## config.mk

```make
export PLATFORM = sky130hd
export DESIGN_NAME = hazard_scoreboard_flat
export DESIGN_NICKNAME = d
export VERILOG_FILES = /design/src/rtl/hazard_scoreboard_if.sv /design/src/rtl/hazard_scoreboard.sv /design/src/flat_wrapper.sv
export SDC_FILE = /design/constraint.sdc
export NUM_CORES = 1
export LEC_CHECK = 0
export ABC_AREA = 1
export BUFFER_PORTS_ARGS = -buffer_cell sky130_fd_sc_hd__buf_2
export CAP_MARGIN = 30
export CORE_MARGIN = 3
export CORE_UTILIZATION = 60
export CTS_CLUSTER_DIAMETER = 100
export CTS_CLUSTER_SIZE = 12
export DETAILED_ROUTE_END_ITERATION = 7
export PLACE_DENSITY = 0.81
export SLEW_MARGIN = 20
export SYNTH_ARGS = -nofsm -noshare
export SYNTH_HDL_FRONTEND = slang
export SYNTH_SLANG_ARGS = --single-unit
```

## constraint.sdc

```tcl
create_clock -name clk -period 3.57 [get_ports clk]
set_input_delay 0.357 -clock clk [delete_from_list [all_inputs] [get_ports clk]]
set_output_delay 0.357 -clock clk [all_outputs]
set_load 0.02 [all_outputs]
```

## src/rtl/hazard_scoreboard_if.sv

```systemverilog
// ID-stage hazard handshake: decoded operand info in, stall/issue decision out.
interface hazard_scoreboard_if;
    logic        id_valid;
    logic [3:0]  id_rn;
    logic [3:0]  id_rm;
    logic [3:0]  id_rs;
    logic        id_use_rn;
    logic        id_use_rm;
    logic        id_use_rs;
    logic [3:0]  id_rd;
    logic        id_reg_write;
    logic [1:0]  id_lat_class;
    logic        flush;
    logic        id_stall;
    logic        issue;
    logic [15:0] pending_mask;
    logic [15:0] stall_count;

    modport master (
        output id_valid, id_rn, id_rm, id_rs, id_use_rn, id_use_rm, id_use_rs,
               id_rd, id_reg_write, id_lat_class, flush,
        input  id_stall, issue, pending_mask, stall_count
    );

    modport slave (
        input  id_valid, id_rn, id_rm, id_rs, id_use_rn, id_use_rm, id_use_rs,
               id_rd, id_reg_write, id_lat_class, flush,
        output id_stall, issue, pending_mask, stall_count
    );
endinterface

```

## src/rtl/hazard_scoreboard.sv

```systemverilog
// Issue-side register scoreboard: per-register cycles-until-forwardable counters,
// load-use / WAW / multiplier-occupancy stall generation and a saturating stall counter.
module hazard_scoreboard #(
    parameter int LOAD_LAT = 1,
    parameter int MUL_LAT  = 3,
    parameter int CNT_W    = 3
) (
    input  logic               clk,
    input  logic               rst,
    hazard_scoreboard_if.slave sb
);
    localparam logic [CNT_W-1:0] LOAD_L = CNT_W'(LOAD_LAT);
    localparam logic [CNT_W-1:0] MUL_L  = CNT_W'(MUL_LAT);
    localparam logic [CNT_W-1:0] ONE    = CNT_W'(1);

    logic [CNT_W-1:0] cnt [16];
    logic [CNT_W-1:0] mul_busy;
    logic [15:0]      stall_cnt;

    logic [CNT_W-1:0] lat;
    logic             is_mul;
    logic             src_haz;
    logic             waw_haz;
    logic             struct_haz;
    logic             stall;
    logic             issue;
    logic             rd_tracked;
    logic [15:0]      mask;

    // R0 and R15 never have a producer in flight as far as forwarding is concerned.
    function automatic logic tracked(input logic [3:0] r);
        return (r != 4'd0) && (r != 4'd15);
    endfunction

    // NOTE: every signal written here gets a value before any branch, so no latch is inferred.
    always_comb begin
        lat = '0;
        unique case (sb.id_lat_class)
            2'd0:    lat = '0;
            2'd1:    lat = LOAD_L;
            default: lat = MUL_L;
        endcase
        is_mul     = sb.id_lat_class[1];
        rd_tracked = tracked(sb.id_rd);
        src_haz    = (sb.id_use_rn && tracked(sb.id_rn) && cnt[sb.id_rn] != '0)
                  || (sb.id_use_rm && tracked(sb.id_rm) && cnt[sb.id_rm] != '0)
                  || (sb.id_use_rs && tracked(sb.id_rs) && cnt[sb.id_rs] != '0);
        // An older slower write must land before a younger faster one to the same rd.
        waw_haz    = sb.id_reg_write && rd_tracked && (cnt[sb.id_rd] > lat);
        struct_haz = is_mul && (mul_busy != '0);
        stall      = sb.id_valid && !sb.flush && (src_haz || waw_haz || struct_haz);
        issue      = sb.id_valid && !sb.flush && !stall;
        for (int r = 0; r < 16; r++) begin
            mask[r] = (cnt[r] != '0);
        end
    end

    // NOTE: the counter array is small and its contents are live hazard state, so it is
    // reset like ordinary flops rather than left uninitialised like a RAM.
    // NOTE: sequential state uses non-blocking assignments so every flop samples pre-edge values.
    always_ff @(posedge clk) begin
        if (rst) begin
            for (int r = 0; r < 16; r++) begin
                cnt[r] <= '0;
            end
            mul_busy  <= '0;
            stall_cnt <= '0;
        end else begin
            for (int r = 0; r < 16; r++) begin
                if (r == 0 || r == 15) begin
                    cnt[r] <= '0;
                end else if (issue && sb.id_reg_write && sb.id_rd == 4'(r)) begin
                    cnt[r] <= lat;
                end else if (cnt[r] != '0) begin
                    cnt[r] <= cnt[r] - ONE;
                end
            end

            if (issue && is_mul) begin
                mul_busy <= MUL_L - ONE;
            end else if (mul_busy != '0) begin
                mul_busy <= mul_busy - ONE;
            end

            if (stall && stall_cnt != 16'hFFFF) begin
                stall_cnt <= stall_cnt + 16'd1;
            end
        end
    end

    assign sb.id_stall     = stall;
    assign sb.issue        = issue;
    assign sb.pending_mask = mask;
    assign sb.stall_count  = stall_cnt;
endmodule

```

## src/flat_wrapper.sv

```systemverilog
// flat-port wrapper written by rule: the top's interface ports become plain ports
module hazard_scoreboard_flat 
#(
    parameter int LOAD_LAT = 1,
    parameter int MUL_LAT  = 3,
    parameter int CNT_W    = 3
)
  (clk, rst, sb_id_valid, sb_id_rn, sb_id_rm, sb_id_rs, sb_id_use_rn, sb_id_use_rm, sb_id_use_rs, sb_id_rd, sb_id_reg_write, sb_id_lat_class, sb_flush, sb_id_stall, sb_issue, sb_pending_mask, sb_stall_count);
  hazard_scoreboard_if sb_i ();
  input  logic clk;
  input  logic rst;
  input wire logic [$bits(sb_i.id_valid)-1:0] sb_id_valid;
  input wire logic [$bits(sb_i.id_rn)-1:0] sb_id_rn;
  input wire logic [$bits(sb_i.id_rm)-1:0] sb_id_rm;
  input wire logic [$bits(sb_i.id_rs)-1:0] sb_id_rs;
  input wire logic [$bits(sb_i.id_use_rn)-1:0] sb_id_use_rn;
  input wire logic [$bits(sb_i.id_use_rm)-1:0] sb_id_use_rm;
  input wire logic [$bits(sb_i.id_use_rs)-1:0] sb_id_use_rs;
  input wire logic [$bits(sb_i.id_rd)-1:0] sb_id_rd;
  input wire logic [$bits(sb_i.id_reg_write)-1:0] sb_id_reg_write;
  input wire logic [$bits(sb_i.id_lat_class)-1:0] sb_id_lat_class;
  input wire logic [$bits(sb_i.flush)-1:0] sb_flush;
  output wire logic [$bits(sb_i.id_stall)-1:0] sb_id_stall;
  output wire logic [$bits(sb_i.issue)-1:0] sb_issue;
  output wire logic [$bits(sb_i.pending_mask)-1:0] sb_pending_mask;
  output wire logic [$bits(sb_i.stall_count)-1:0] sb_stall_count;
  assign sb_i.id_valid = sb_id_valid;
  assign sb_i.id_rn = sb_id_rn;
  assign sb_i.id_rm = sb_id_rm;
  assign sb_i.id_rs = sb_id_rs;
  assign sb_i.id_use_rn = sb_id_use_rn;
  assign sb_i.id_use_rm = sb_id_use_rm;
  assign sb_i.id_use_rs = sb_id_use_rs;
  assign sb_i.id_rd = sb_id_rd;
  assign sb_i.id_reg_write = sb_id_reg_write;
  assign sb_i.id_lat_class = sb_id_lat_class;
  assign sb_i.flush = sb_flush;
  assign sb_id_stall = sb_i.id_stall;
  assign sb_issue = sb_i.issue;
  assign sb_pending_mask = sb_i.pending_mask;
  assign sb_stall_count = sb_i.stall_count;
  hazard_scoreboard #(.LOAD_LAT(LOAD_LAT), .MUL_LAT(MUL_LAT), .CNT_W(CNT_W)) u_core (.clk(clk), .rst(rst), .sb(sb_i));
endmodule
```

==> metrics <==
detailed-router iteration count before antenna repair=8; Slowest-stage cell, CP=edfxtp_1; most common cell after layout, fill and taps aside=nand2_1; Hold Buf Count CTS=0; Reg-to-Reg Start=u_core.cnt[7][1]; Max IR drop VDD=0.000346 V; power per cell area=587 nW/um^2; relative slew slack=between 50 and 60%; Tot GR Track Use=between 30% and 40%; most common flop cell mapped by yosys=edfxtp_1; RSZ-0062 raised after global routing=false; Port Buffers=57; DRC Markers=0; share of cells above drive strength 1=13.2%; global-route wire length before repair=around 24 mm; final worst clock skew=13.2 ps; Wirelength per Cell=15.4 um; synthesis-to-finish area growth=12.2%; CORE AREA=around 8300 um^2; Crit. End Element=output port; CP Max Fanout=14; Synth top area share=about a quarter; Max Slew Vio Count=0; top post-synthesis cells by area=edfxtp_1 24%, nand2_1 15%, nor2_1 8.1%; FF-to-FF End=u_core.cnt[5][0]; vias in the first global route=around 5,200; ANT cells=0; crit path DAT=3050 ps; sequential share of the synthesized area=between 30% and 40%; H-tree depth=3; # rows=33; post-synthesis cell area=~5200 um^2; post-synthesis cell count=792; WHS Endpoint=u_core.mul_busy[1]; Min-Delay Path Class=input port to flip-flop; hold depth=3; CP Cell Sequence=inv_2 -> o22ai_1 -> a221oi_2 -> nor2_1 -> a221oi_1 -> o211ai_1 -> ha_1 -> a21oi_1 -> a21oi_1 -> o21bai_1 -> nand2_1 -> nand3_2 -> nor3_4 -> buf_6 -> buf_2; Bufs on Longest Clock Path=2; Final Cell Area=between 5000 and 6000 um^2; critical path's largest stage delay=between 300 and 400 ps; most used cell, CP=a21oi_1; die width=99.5 um; Initial Util=between 60% and 70%; MaxCap Viol Count=0; vias per cell=about 5.8; Sink Count=61; DR iter-0 viols=~480; CTS tree=yes; run status=completed; setup violators final=0; worst skew pair latency=350 ps; crit path launch type=flip-flop; Hold Crit Start=sb_id_lat_class[1]; ys async rst share=0%; Achievable Freq=0.294 GHz; Die Y=a little under 100 um; number of synthesized flops with an enable pin=42; Final ANT Viol Nets=0; #FFs+latches synth=61; DPL Wire Length=roughly 11 mm; Final GP Congestion=about 0.99; DR vias=5,581; Crit. Startpoint=u_core.cnt[7][1]; final setup margin=165 ps; Worst Reg-to-Reg Cells=18; initial antenna violation count=0; pre-CTS setup slack=-26.6 ps; pin count of the biggest net entering global routing=45; top cell type by total area after synthesis=edfxtp_1; leakage=2.85 nW; total grt overflow=0; crit path kind=flip-flop to output port; post-route minimum period=3400 ps; placed cell areas=5660 um^2; final-report hold violation count=0; Critical Path RT=3210 ps; FF-to-FF setup slack=between 300 and 400 ps; most frequent cells in the layout=208 x nand2_1, 113 x nor2_1, 108 x inv_1; Mean Syn Cell Area=6.62 um^2; crit share post-route=~95%; post-synth cell types=38; tightest hold margin=420 ps; NumNets Final=916; Top Ports=60; Worst-Margin Slew=613 ps; root buffer cell=clkbuf_8; full die area=between 9000 and 10,000 um^2; routed wire length=between 10 and 15 mm; yosys warns=0; clock slew at reported path FFs=80 ps; TritonCTS Buffers=9
worst max-delay path by stage:
stage | end | slack, ps | cells after the start
final | sb_issue | 170 | 15
after global placement | u_core.cnt[1][1] | 160 | 18
after floorplan | u_core.cnt[3][0] | 370 | 21
after detailed placement | u_core.cnt[6][2] | -30 | 18
after global routing | sb_issue | 10 | 15
after CTS | sb_issue | 30 | 15
stage by stage:
| stage | instances | utilization [%] | TNS (ps) | total power [mW] |
|---|---|---|---|---|
| final | 968 | 70.5 | 0 | 3.45 |
| after CTS | 965 | 70.0 | 0 | 3.39 |
| after floorplan | 793 | - | 0 | 2.35 |
| after global routing | 968 | 70.5 | 0 | 3.71 |
| after global placement | 949 | 67.9 | 0 | 2.75 |
| after detailed placement | 949 | 67.9 | -82.2 | 2.83 |
cell usage after synthesis, types with 4 or more instances:
| master | n |
|---|---|
| nand4_1 | 36 |
| clkbuf_1 | 10 |
| a21oi_1 | 33 |
| dfxtp_1 | 19 |
| nand3_1 | 76 |
| inv_2 | 4 |
| nor3_1 | 14 |
| ha_1 | 32 |
| inv_1 | 110 |
| nor2_2 | 6 |
| nor2_1 | 113 |
| xor2_1 | 11 |
| o21ai_0 | 15 |
| edfxtp_1 | 42 |
| nand3_2 | 4 |
| o22ai_1 | 10 |
| buf_2 | 4 |
| buf_4 | 4 |
| nand2_1 | 208 |
| xnor2_1 | 15 |
area by class of cell:
type | count | area (um^2)
multi-input cells | 594 | 3060
repair buffers | 75 | 437
fillers | 752 | 2460
well taps | 105 | 131
inverters | 117 | 439
flip-flops and latches | 61 | 1640
clock buffers | 10 | 128
clock inverters | 6 | 46.3
registers in the layout, indices dropped and copies added, names as in the netlist:
name and flops:
u_core.cnt 42, u_core.mul_busy 3, u_core.sb.stall_count 16
report_power, final:
group          switching, mW  internal, mW
Sequential             0.149          1.02
Clock                  0.306         0.256
Combinational           1.13         0.591
Total                   1.59          1.86
routing by layer:
metal	share of wire (%)	global-route usage (%)	routed length, um
met1	42	38.2	6220
met2	46	50.2	6900
met3	9.4	7.29	1410
met4	2.3	11.0	347
met5	0	0	0
worst max-delay path, delay by kind of cell (launching register included):
kind,cells,cell delay (ps)
flops,1,380
compound gates,7,1020
simple gates,4,500
fa+ha+maj,1,300
buf+inv,3,500
cell families (layout without fill, tap and decap cells):
kind of cell | after synthesis | after routing | synth area share (%)
fa+ha+maj | 32 | 32 | 7.64
simple gates | 466 | 466 | 38.8
other cells | 1 | 2 | 0.0715
flops | 61 | 61 | 31.3
xor+xnor | 26 | 26 | 4.34
buf+inv | 138 | 208 | 10.5
compound gates | 68 | 68 | 7.30
timing repair:
item / 4_1_cts / 5_1_grt
hold endpoints to repair: 0 / 0
setup buffers: 0 / 3
pin swaps: 0 / 2
setup endpoints to repair: 1 / 26
resized for setup: 1 / 3
(Power assumes the default switching activity.)
